===== src/rtl/core_pkg.sv =====
// core_pkg: shared types for the RV32 core front end.
// Provides xlen_t, fetch_state_e and NOP_INSTR; no ports.
package core_pkg;

  typedef logic [31:0] xlen_t;

  typedef enum logic [1:0] {
    BOOT,
    RUN,
    FAULT
  } fetch_state_e;

  localparam xlen_t NOP_INSTR = 32'h0000_0013;

endpackage


===== src/rtl/fetch_fifo.sv =====
// fetch_fifo: synchronous FIFO with flush, full/empty and count.
// Ports: clk, rst_n, flush, push/wdata, pop/rdata, full, empty, count.
module fetch_fifo #(
  parameter int WIDTH = 64,
  parameter int DEPTH = 2
) (
  input  logic                     clk,
  input  logic                     rst_n,
  input  logic                     flush,
  input  logic                     push,
  input  logic [WIDTH-1:0]         wdata,
  input  logic                     pop,
  output logic [WIDTH-1:0]         rdata,
  output logic                     full,
  output logic                     empty,
  output logic [$clog2(DEPTH):0]   count
);

  localparam int AW = $clog2(DEPTH);
  localparam int CW = AW + 1;

  logic [WIDTH-1:0] mem [DEPTH];
  logic [AW-1:0]    wr_ptr;
  logic [AW-1:0]    rd_ptr;
  logic             do_push;
  logic             do_pop;

  assign full    = count == CW'(DEPTH);
  assign empty   = count == '0;
  assign do_pop  = pop && !empty;
  // A push into a full FIFO is legal when a pop frees the slot.
  assign do_push = push && (!full || do_pop);
  assign rdata   = mem[rd_ptr];

  always_ff @(posedge clk) begin
    if (!rst_n) begin
      wr_ptr <= '0;
      rd_ptr <= '0;
      count  <= '0;
      for (int i = 0; i < DEPTH; i++) begin
        mem[i] <= '0;
      end
    end else if (flush) begin
      wr_ptr <= '0;
      rd_ptr <= '0;
      count  <= '0;
    end else begin
      if (do_push) begin
        mem[wr_ptr] <= wdata;
        wr_ptr      <= wr_ptr + AW'(1);
      end
      if (do_pop) begin
        rd_ptr <= rd_ptr + AW'(1);
      end
      count <= count + CW'(do_push) - CW'(do_pop);
    end
  end

endmodule


===== src/rtl/fetch_unit.sv =====
// fetch_unit: RV32 fetch stage; PC, imem request/response, instr buffer.
// Ports: clk, rst_n, imem_req_*, imem_rsp_*, redirect_*, instr_*; fetch_fault with FETCH_MISALIGN_EN.
module fetch_unit
  import core_pkg::*;
#(
  parameter xlen_t RESET_PC  = 32'h0000_0000,
  parameter int    BUF_DEPTH = 2
) (
  input  logic  clk,
  input  logic  rst_n,
  output logic  imem_req_valid,
  input  logic  imem_req_ready,
  output xlen_t imem_req_addr,
  input  logic  imem_rsp_valid,
  input  xlen_t imem_rsp_data,
  input  logic  redirect_valid,
  input  xlen_t redirect_pc,
  output logic  instr_valid,
  input  logic  instr_ready,
  output xlen_t instr,
  output xlen_t instr_pc
`ifdef FETCH_MISALIGN_EN
  ,
  output logic  fetch_fault
`endif
);

  localparam int CW = $clog2(BUF_DEPTH) + 1;
  typedef logic [CW-1:0] cnt_t;

  fetch_state_e state_q, state_d;
  xlen_t        pc_q;
  xlen_t        redir_pc;
  xlen_t        head_pc;
  cnt_t         outst_q, outst_d;
  cnt_t         drop_q;
  cnt_t         occ;
  cnt_t         pcq_cnt;
  logic [CW:0]  credit;
  logic [63:0]  head;
  logic         acc, rsp_live, push, pop, misalign;
  logic         dq_full, dq_empty, pcq_full, pcq_empty;
  logic         unused_ok;

`ifdef FETCH_MISALIGN_EN
  assign misalign    = redirect_pc[1:0] != 2'b00;
  assign redir_pc    = redirect_pc;
  assign fetch_fault = state_q == FAULT;
  assign unused_ok   = ^{dq_full, pcq_cnt};
`else
  assign misalign  = 1'b0;
  assign redir_pc  = {redirect_pc[31:2], 2'b00};
  assign unused_ok = ^{dq_full, pcq_cnt, redirect_pc[1:0]};
`endif

  assign pop    = instr_valid && instr_ready;
  assign credit = {1'b0, outst_q} + {1'b0, occ};

  // A slot popped this cycle is free for the word this request returns.
  assign imem_req_valid = (state_q == RUN) && !pcq_full &&
    (credit < (CW+1)'(BUF_DEPTH) + (CW+1)'(pop));
  assign imem_req_addr  = {pc_q[31:2], 2'b00};

  assign acc      = imem_req_valid && imem_req_ready;
  assign rsp_live = imem_rsp_valid && (drop_q == '0);
  assign push     = rsp_live && !redirect_valid && !pcq_empty;

  // Every outstanding request after a redirect is stale, whether or not
  // this cycle's response was already being dropped.
  assign outst_d = outst_q + cnt_t'(acc) - cnt_t'(imem_rsp_valid);

  fetch_fifo #(.WIDTH(32), .DEPTH(BUF_DEPTH)) u_pcq (
    .clk   (clk),
    .rst_n (rst_n),
    .flush (redirect_valid),
    .push  (acc && !redirect_valid),
    .wdata (imem_req_addr),
    .pop   (push),
    .rdata (head_pc),
    .full  (pcq_full),
    .empty (pcq_empty),
    .count (pcq_cnt)
  );

  fetch_fifo #(.WIDTH(64), .DEPTH(BUF_DEPTH)) u_buf (
    .clk   (clk),
    .rst_n (rst_n),
    .flush (redirect_valid),
    .push  (push),
    .wdata ({head_pc, imem_rsp_data}),
    .pop   (pop),
    .rdata (head),
    .full  (dq_full),
    .empty (dq_empty),
    .count (occ)
  );

  assign instr_valid = !dq_empty;
  assign instr_pc    = head[63:32];
  assign instr       = head[31:0];

  always_comb begin
    state_d = state_q;
    unique case (1'b1)
      redirect_valid && misalign:  state_d = FAULT;
      redirect_valid && !misalign: state_d = RUN;
      !redirect_valid && (state_q == BOOT): state_d = RUN;
      default: ;
    endcase
  end

  always_ff @(posedge clk) begin
    if (!rst_n) begin
      state_q <= BOOT;
      pc_q    <= RESET_PC;
      outst_q <= '0;
      drop_q  <= '0;
    end else begin
      state_q <= state_d;
      outst_q <= outst_d;
      if (redirect_valid) begin
        pc_q   <= redir_pc;
        drop_q <= outst_d;
      end else begin
        if (acc) begin
          pc_q <= pc_q + 32'd4;
        end
        if (imem_rsp_valid && (drop_q != '0)) begin
          drop_q <= drop_q - cnt_t'(1);
        end
      end
    end
  end

endmodule


===== config.mk =====
export PLATFORM = sky130hd
export DESIGN_NAME = fetch_unit
export DESIGN_NICKNAME = d
export VERILOG_FILES = /design/src/rtl/core_pkg.sv /design/src/rtl/fetch_fifo.sv /design/src/rtl/fetch_unit.sv
export SDC_FILE = /design/constraint.sdc
export NUM_CORES = 1
export LEC_CHECK = 0
export ABC_AREA = 1
export CORE_MARGIN = 2
export CORE_UTILIZATION = 54
export CTS_CLUSTER_DIAMETER = 40
export DETAILED_ROUTE_END_ITERATION = 12
export PLACE_DENSITY = 0.8
export SLEW_MARGIN = 0
export SYNTH_ARGS = -nofsm -noshare
export SYNTH_HDL_FRONTEND = slang
export SYNTH_SLANG_ARGS = --single-unit

===== constraint.sdc =====
create_clock -name clk -period 4.1 [get_ports clk]
set_clock_uncertainty 0.15 [all_clocks]
set_input_delay 0.82 -clock clk [delete_from_list [all_inputs] [get_ports clk]]
set_output_delay 0.82 -clock clk [all_outputs]
set_load 0.01 [all_outputs]

==> results of run 1 <==
worst max-delay path by stage:
stage,from,slack (ns),end,cells after the start
after global routing,outst_q[0]$_SDFF_PN0_,0.45,imem_req_valid,7
after floorplan,imem_rsp_valid,0.49,u_buf.mem[0][0]$_SDFFCE_PN0P_,8
after CTS,outst_q[0]$_SDFF_PN0_,0.54,imem_req_valid,7
after global placement,redirect_valid,0.71,u_buf.mem[0][56]$_SDFFCE_PN0P_,7
final,outst_q[0]$_SDFF_PN0_,0.56,imem_req_valid,7
after detailed placement,redirect_valid,0.67,u_buf.mem[0][61]$_SDFFCE_PN0P_,7
cell usage after synthesis, drive strengths merged (9+ instances only):
cell type | n | area [sq um]
buf | 33 | 212.7
nor2 | 250 | 998.5
o21ai | 11 | 55.05
mux2i | 30 | 300.3
ha | 9 | 112.6
edfxtp | 184 | 5525
inv | 118 | 442.9
xor2 | 11 | 96.34
mux2 | 62 | 698.2
nand3 | 50 | 260.3
nand2 | 193 | 729.5
a21oi | 38 | 190.2
clkbuf | 16 | 60.06
dfxtp | 45 | 900.9
metrics by stage:
step / instance area, sq um / total power [mW] / util / instances
final: 13620 / 5.808 / 0.7000 / 1516
after global routing: 13620 / 6.005 / 0.7000 / 1516
after CTS: 13620 / 5.852 / 0.7000 / 1516
after detailed placement: 12550 / 3.141 / 0.6449 / 1458
after global placement: 12550 / 3.128 / 0.6449 / 1458
after floorplan: 10730 / 2.919 / - / 1067
final cells by class:
| type | instances | area [sq um] | share of cell area |
|---|---|---|---|
| flip-flops and latches | 229 | 6427 | 0.4718 |
| multi-input cells | 671 | 3596 | 0.2640 |
| repair buffers | 175 | 1754 | 0.1288 |
| clock buffers | 38 | 847.1 | 0.06218 |
| inverters | 118 | 442.9 | 0.03251 |
| well taps | 265 | 331.6 | 0.02434 |
| clock inverters | 20 | 224.0 | 0.01644 |
layer usage:
layer,up-vias,wire (um)
met5,-,0
met4,0,510
met3,37,1586
met2,299,10640
met1,3543,10140
li1,3804,-
cell families after synthesis:
family / share of synthesized area
AO/OA/AOI/OAI: 0.02637
adder cells (fa/ha/maj): 0.01237
multiplexers: 0.09313
other: 0.0003498
AND/OR/NAND/NOR: 0.1910
flip-flops: 0.5994
buffers and inverters: 0.06675
XOR/XNOR: 0.01062
where the power goes:
group	leakage (nW)	internal, mW	switching (mW)
registers	2.27	2.60	0.0567
logic	2.47	0.208	0.231
clock network	0.533	1.69	1.02
worst max-delay path, stage by stage (launching register included):
cell and delay [ns]:
dfxtp_1 0.31, ha_1 0.20, fa_1 0.35, inv_1 0.06
nand2_1 0.05, a21oi_1 0.30, and2_1 0.21, clkdlybuf4s50_1 0.54
flip-flops by register name, indices dropped and copies added (netlist names), named ones only:
signal	flops
outst_q	2
u_buf.mem	124
u_pcq.mem	60
pc_q	30
u_pcq.wr_ptr	1
u_buf.wr_ptr	1
state_q	1
drop_q	2
u_pcq.rd_ptr	1
u_buf.rd_ptr	1
u_buf.count	2
u_pcq.count	2
==> flow_summary.yaml, run 1 <==
global_route:
  grt_usage: 0.2135
  grt_overflow: 0
  antenna_found_initial: 0
  busiest_layer: "met2"
  grt.met1_usage: 0.2909
  globalRouteMet2Util: 0.3533
  grt_pass1_wl_mm: 37.00
  grt_pass1_vias: 7525
  grt_max_degree: 63
  use_met3: 0.03585
detailed_routing:
  drtIter0Drc: 523
  vias: 7683
  via_per_inst: 5.068
  firstDrtPassIters: 5
  antenna_left: 0
  drc: 0
  wirelength_mm: 22.88
  wire_per_inst_um: 15.09
min_path:
  min_path_cells: 1
  hold_class: "flip-flop to flip-flop"
  hold_path_startpoint: "u_buf.rd_ptr$_SDFFE_PP0P_"
sta:
  final.setup.tns_ns: 0
  hold_viol_final: 0
  slew_headroom: 0.4319
  timing.final.crit_share: 0.8623
  rsz0062_at_grt: "no"
  worst_pin_slew_ns: 0.8521
  finalMaxSlewViolations: 0
  setup_slack_ns: 0.5647
  setup_viol: 0
  finalCriticalPeriod_ns: 3.535
  whs_ns: 0.3046
  fmax_mhz: 282.9
critical_path:
  worstSetupStartpointType: "flip-flop"
  critical_path_class: "flip-flop to output port"
  worstPathArrival_ns: 2.57
  reg2reg_to: "u_pcq.mem[1][16]$_SDFFCE_PN0P_"
  r2r-start: "outst_q[0]$_SDFF_PN0_"
  endpoint_kind: "output port"
  reg2reg_depth: 10
  cp_max_fo: 3
  r2r_slack_ns: 1.11
  worstPathRequired_ns: 3.13
floorplan:
  die_w_um: 144.9
  die_h_um: 144.9
  fp-row-count: 51
  core_sq_um: 19460
  dieArea_sq_um: 21000
  ios: 168
  start_util: 0.5509
logic_synthesis:
  synthFlopType: "edfxtp_1"
  synth_area_per_cell_sq_um: 10.08
  syn-cell-area_sq_um: 10720
  netlist_instances: 1064
  ys_ff_latch: 229
  synth-seq-area-share: 0.5994
  synthArstFlopShare: 0
  synth.distinct_cells: 33
  synth_edf_count: 184
  yosysWarnings: 0
cells_and_area:
  drive_gt1_frac: 0.1327
  mostFrequentLayoutCells: "228 x nor2_1, 189 x nand2_1, 184 x edfxtp_1"
  n_fill_cell: 1346
  nets: 1306
  mostFrequentLayoutCell: "nor2_1"
  area_growth_pct: 27.06
  diodes: 0
clock_network:
  cts_resized: 0
  path_clk_slew_ns: 0.06
  cts_made_buffers: 31
  root_buffer: "clkbuf_16"
  cts_hold_buf: 0
  post-cts-setup-buffer-count: 0
  htree_num_levels: 1
  clockBufferDepth: 3
  cts_tree: "built"
  cts.sinks: 229
  clock_latency_ns: 0.53
run_status:
  outcome: "completed"
pwr:
  p_leak_nw: 5.275
  max-vdd-ir-drop_mv: 0.3484
  power_density_nw_per_um2: 426.3
placed_design:
  gp_congestion: 0.8541
  port_buffers: 161
  pre_cts_ws_ns: 0.6738
  dp_hpwl_mm: 14.59
job:
  maxCapViolations: 0
(Power assumes the default switching activity.)
==> run 2: changes to the inputs <==
- CORE_UTILIZATION: 54 -> 60
- DONT_BUFFER_PORTS: unset -> 1
- PLACE_DENSITY: 0.8 -> 0.76
- SKIP_CTS_REPAIR_TIMING: unset -> 1
- SLEW_MARGIN: 0 -> 10
==> run 2 against run 1 <==
  * Sequential power about the same
  * Largest cell class unchanged
  * Sequential cell count unchanged
  * Core utilization decreased by 1.7 points
==> flow_summary.yaml, run 2 (synthesis gave the netlist of run 1 again) <==
sta:
  fmax_mhz: 311.4
  slew_headroom: 0.4291
  final.setup.tns_ns: 0
  setup_viol: 0
  setup_slack_ns: 0.8888
  timing.final.crit_share: 0.7832
  rsz0062_at_grt: "no"
  hold_viol_final: 0
  finalCriticalPeriod_ns: 3.211
  worst_pin_slew_ns: 0.8563
  finalMaxSlewViolations: 0
min_path:
  min_path_cells: 0
  hold_path_startpoint: "rst_n"
  hold_class: "primary input to flip-flop"
  holdPathEnd: "state_q[0]$_SDFFE_PN0P_"
floorplan:
  die_w_um: 137.7
  start_util: 0.6177
  dieArea_sq_um: 18950
  ios: 168
  fp-row-count: 48
  die_h_um: 137.7
  core_sq_um: 17360
critical_path:
  worstSetupStartpointType: "flip-flop"
  worstPathArrival_ns: 3.24
  r2r-start: "outst_q[0]$_SDFF_PN0_"
  reg2reg_depth: 11
  endpoint_kind: "flip-flop"
  cp_max_fo: 31
  r2r_slack_ns: 0.89
  critical_path_class: "flip-flop to flip-flop"
  worstPathRequired_ns: 4.13
  reg2reg_to: "u_pcq.mem[1][13]$_SDFFCE_PN0P_"
global_route:
  antenna_found_initial: 0
  grt_max_degree: 63
  grt_overflow: 0
  grt_pass1_vias: 6847
  grt_pass1_wl_mm: 33.80
  grt_usage: 0.2268
detailed_routing:
  wirelength_mm: 21.41
  wire_per_inst_um: 16.32
  drc: 0
  via_per_inst: 5.356
  vias: 7027
  antenna_left: 0
  drtIter0Drc: 516
  firstDrtPassIters: 5
placed_design:
  gp_congestion: 0.9094
  dp_hpwl_mm: 13.68
  port_buffers: 0
  dp_cells: 1255
  pre_cts_ws_ns: 0.9076
run_status:
  outcome: "completed"
cells_and_area:
  final_cells: 1312
  diodes: 0
  regMostFlops: "u_buf.mem"
  area_growth_pct: 10.63
  mostFrequentLayoutCell: "nor2_1"
  mostFrequentLayoutCells: "228 x nor2_1, 189 x nand2_1, 184 x edfxtp_1"
  largest_registers: "u_buf.mem (124), u_pcq.mem (60), pc_q (30)"
  drive_gt1_frac: 0.1454
  nets: 1143
  largest_reg_flops: 124
clock_network:
  clockBufferDepth: 3
  clock_latency_ns: 0.53
  root_buffer: "clkbuf_16"
  cts.sinks: 229
  cts_made_buffers: 31
  cts_tree: "built"
  path_clk_slew_ns: 0.05
  htree_num_levels: 1
pwr:
  p_leak_nw: 4.594
  power_density_nw_per_um2: 463.2
  max-vdd-ir-drop_mv: 0.3524
job:
  maxCapViolations: 0
[run 2: worst max-delay path, cell delays in order, from the launching register on]
cell and delay [ns]:
dfxtp_1 0.31, ha_1 0.20, fa_1 0.37, inv_1 0.06, nand2_1 0.04, a21oi_1 0.29, nand4_4 0.21, inv_2 0.40
nand3_2 0.09, buf_4 0.26, nand2_1 0.10, buf_4 0.36
[run 2: power by group]
group	total (mW)	switching, mW	internal (mW)	leakage [nW]
combinational	0.278	0.193	0.0851	1.85
clock	2.55	0.972	1.58	0.472
sequential	2.67	0.0662	2.60	2.27
total	5.49	1.23	4.26	4.59
[run 2: layer usage]
layer | wire [um] | global-route usage
met1 | 9362 | 0.3157
met2 | 9935 | 0.3706
met3 | 1765 | 0.04084
met4 | 344 | 0.05785
met5 | 0 | 0
[run 2: layout make-up]
type,count,area [sq um]
multi-input combinational,671,3596
inverter,118,442.9
clock inverter,22,207.7
timing repair buffer,12,115.1
tap,225,281.5
clock buffer,35,790.8
fill,1291,5495
sequential,229,6427
[run 2: how the worst max path moves through the flow]
stage / start / slack, ns / depth (start not counted) / to
after detailed placement: outst_q[0]$_SDFF_PN0_ / 0.91 / 11 / u_pcq.mem[1][23]$_SDFFCE_PN0P_
final: outst_q[0]$_SDFF_PN0_ / 0.89 / 11 / u_pcq.mem[1][13]$_SDFFCE_PN0P_
after CTS: outst_q[0]$_SDFF_PN0_ / 0.87 / 11 / u_pcq.mem[1][20]$_SDFFCE_PN0P_
after global placement: outst_q[0]$_SDFF_PN0_ / 0.94 / 11 / u_pcq.mem[1][26]$_SDFFCE_PN0P_
after global routing: outst_q[0]$_SDFF_PN0_ / 0.72 / 11 / u_pcq.mem[1][23]$_SDFFCE_PN0P_
after floorplan: imem_rsp_valid / 0.49 / 8 / u_buf.mem[0][0]$_SDFFCE_PN0P_
[run 2: stage by stage]
step,area [sq um],utilization,hold WS (ns),power [mW]
2_1_floorplan,10730,-,0.2755,2.919
3_3_place_gp,10860,0.6259,0.2810,2.979
3_5_place_dp,10860,0.6259,0.2866,2.993
4_1_cts,11860,0.6834,0.1488,5.534
5_1_grt,11860,0.6834,0.1468,5.688
6_report,11860,0.6834,0.1738,5.495
==> run 3: changes to the inputs <==
- clock period: 4.1 -> 3.28 ns (I/O delays scaled with it)
==> run 3 against run 2 <==
  * Die area unchanged
  * Cell area increased by 0.75%
  * Non-clock buffer count increased by 3
  * Register-to-register slack got worse by 0.30 ns
==> flow_summary.yaml, run 3 (synthesis gave the netlist of run 1 again) <==
cells_and_area:
  nets: 1145
  largest_reg_flops: 124
  mostFrequentLayoutCell: "nor2_1"
  design_area_sq_um: 11950
  diodes: 0
  area_growth_pct: 11.46
  finish.utilization: 0.6885
  mostFrequentLayoutCells: "228 x nor2_1, 189 x nand2_1, 184 x edfxtp_1"
  largest_registers: "u_buf.mem (124), u_pcq.mem (60), pc_q (30)"
  final_cells: 1313
  drive_gt1_frac: 0.1480
  regMostFlops: "u_buf.mem"
critical_path:
  worstSetupStartpointType: "flip-flop"
  critical_path_class: "flip-flop to output port"
  r2r-start: "outst_q[0]$_SDFF_PN0_"
  endpoint_kind: "output port"
  r2r_slack_ns: 0.59
  crit_start: "outst_q[0]$_SDFF_PN0_"
  reg2reg_depth: 15
  worstPathArrival_ns: 2.08
  reg2reg_to: "drop_q[1]$_SDFFE_PN0P_"
  cp_max_fo: 3
  worstPathRequired_ns: 2.47
min_path:
  hold_path_startpoint: "rst_n"
  min_path_cells: 2
  hold_class: "primary input to flip-flop"
  holdPathEnd: "outst_q[0]$_SDFF_PN0_"
detailed_routing:
  wirelength_mm: 21.73
  wire_per_inst_um: 16.55
  antenna_left: 0
  via_per_inst: 5.366
  drtIter0Drc: 520
  drc: 0
  vias: 7046
  firstDrtPassIters: 5
clock_network:
  cts_tree: "built"
  root_buffer: "clkbuf_16"
  htree_num_levels: 1
  clock_latency_ns: 0.55
  cts_made_buffers: 30
  clockBufferDepth: 3
  cts.sinks: 229
  path_clk_slew_ns: 0.05
sta:
  whs_ns: 0.06003
  final.setup.tns_ns: 0
  finalMaxSlewViolations: 0
  timing.final.crit_share: 0.8793
  rsz0062_at_grt: "no"
  fmax_mhz: 346.7
  worst_pin_slew_ns: 0.8350
  finalCriticalPeriod_ns: 2.884
  hold_viol_final: 0
  slew_headroom: 0.4433
  setup_viol: 0
placed_design:
  dp_cells: 1257
  port_buffers: 0
  placed_cell_area_sq_um: 10920
  dp_hpwl_mm: 14.07
  gp_congestion: 0.9013
floorplan:
  start_util: 0.6177
  core_sq_um: 17360
  fp-row-count: 48
  die_h_um: 137.7
  dieArea_sq_um: 18950
  die_w_um: 137.7
  ios: 168
global_route:
  grt_pass1_vias: 7009
  antenna_found_initial: 0
  grt_max_degree: 63
  grt_pass1_wl_mm: 34.88
  grt_overflow: 0
  grt_usage: 0.2344
run_status:
  outcome: "completed"
job:
  maxCapViolations: 0
pwr:
  power_density_nw_per_um2: 581.9
  p_leak_nw: 4.637
  max-vdd-ir-drop_mv: 0.3776
[run 3: cell types whose count changed in the layout (fill, tap and decap cells not counted), moves of 2 or more]
cell | previous run | this run
buf_12 | 2 | 5
clkbuf_1 | 4 | 1
clkinv_2 | 5 | 2
clkinv_4 | 1 | 4
clkinvlp_4 | 6 | 4
[run 3: how the worst max path moves through the flow]
stage                                         end  slack, ns  depth (start not counted)
finish                             imem_req_valid       0.40                          6
global route                       imem_req_valid       0.30                          6
CTS                                imem_req_valid       0.37                          6
detailed placement         drop_q[1]$_SDFFE_PN0P_       0.61                         15
global placement           drop_q[1]$_SDFFE_PN0P_       0.64                         15
floorplan           u_buf.mem[1][0]$_SDFFCE_PN0P_       0.13                          6
[run 3: per-layer routing]
| layer | vias up | global-route usage | routed length [um] |
|---|---|---|---|
| met2 | 249 | 0.3925 | 10280 |
| met3 | 25 | 0.05335 | 1887 |
| met5 | - | 0 | 0 |
| met4 | 0 | 0.06529 | 387 |
| met1 | 3305 | 0.3081 | 9176 |
| li1 | 3467 | - | - |
[run 3: area by class of cell]
type                       count  area (sq um)
clock inverter                24         270.3
timing repair buffer          15         177.7
inverter                     118         442.9
clock buffer                  31         754.5
fill                        1300          5406
multi-input combinational    671          3596
sequential                   229          6427
tap                          225         281.5
[run 3: where the power goes]
group | switching, mW | total (mW) | internal, mW | leakage [nW]
Clock | 1.26 | 3.27 | 2.01 | 0.488
Sequential | 0.0829 | 3.33 | 3.25 | 2.27
Combinational | 0.242 | 0.350 | 0.108 | 1.88
[run 3: worst max-delay path, cell delays in order (launching register included)]
cell and delay (ns):
dfxtp_1 0.32, ha_1 0.21, fa_1 0.35, inv_1 0.06, nand2_1 0.04, a21oi_1 0.31
and2_1 0.25
[run 3: stage by stage]
stage                     worst slack [ns]  power (mW)
final                               0.3960       6.954
after floorplan                     0.1282       3.648
after detailed placement            0.6071       3.743
after CTS                           0.3708       6.996
after global routing                0.3042       7.193
after global placement              0.6415       3.725
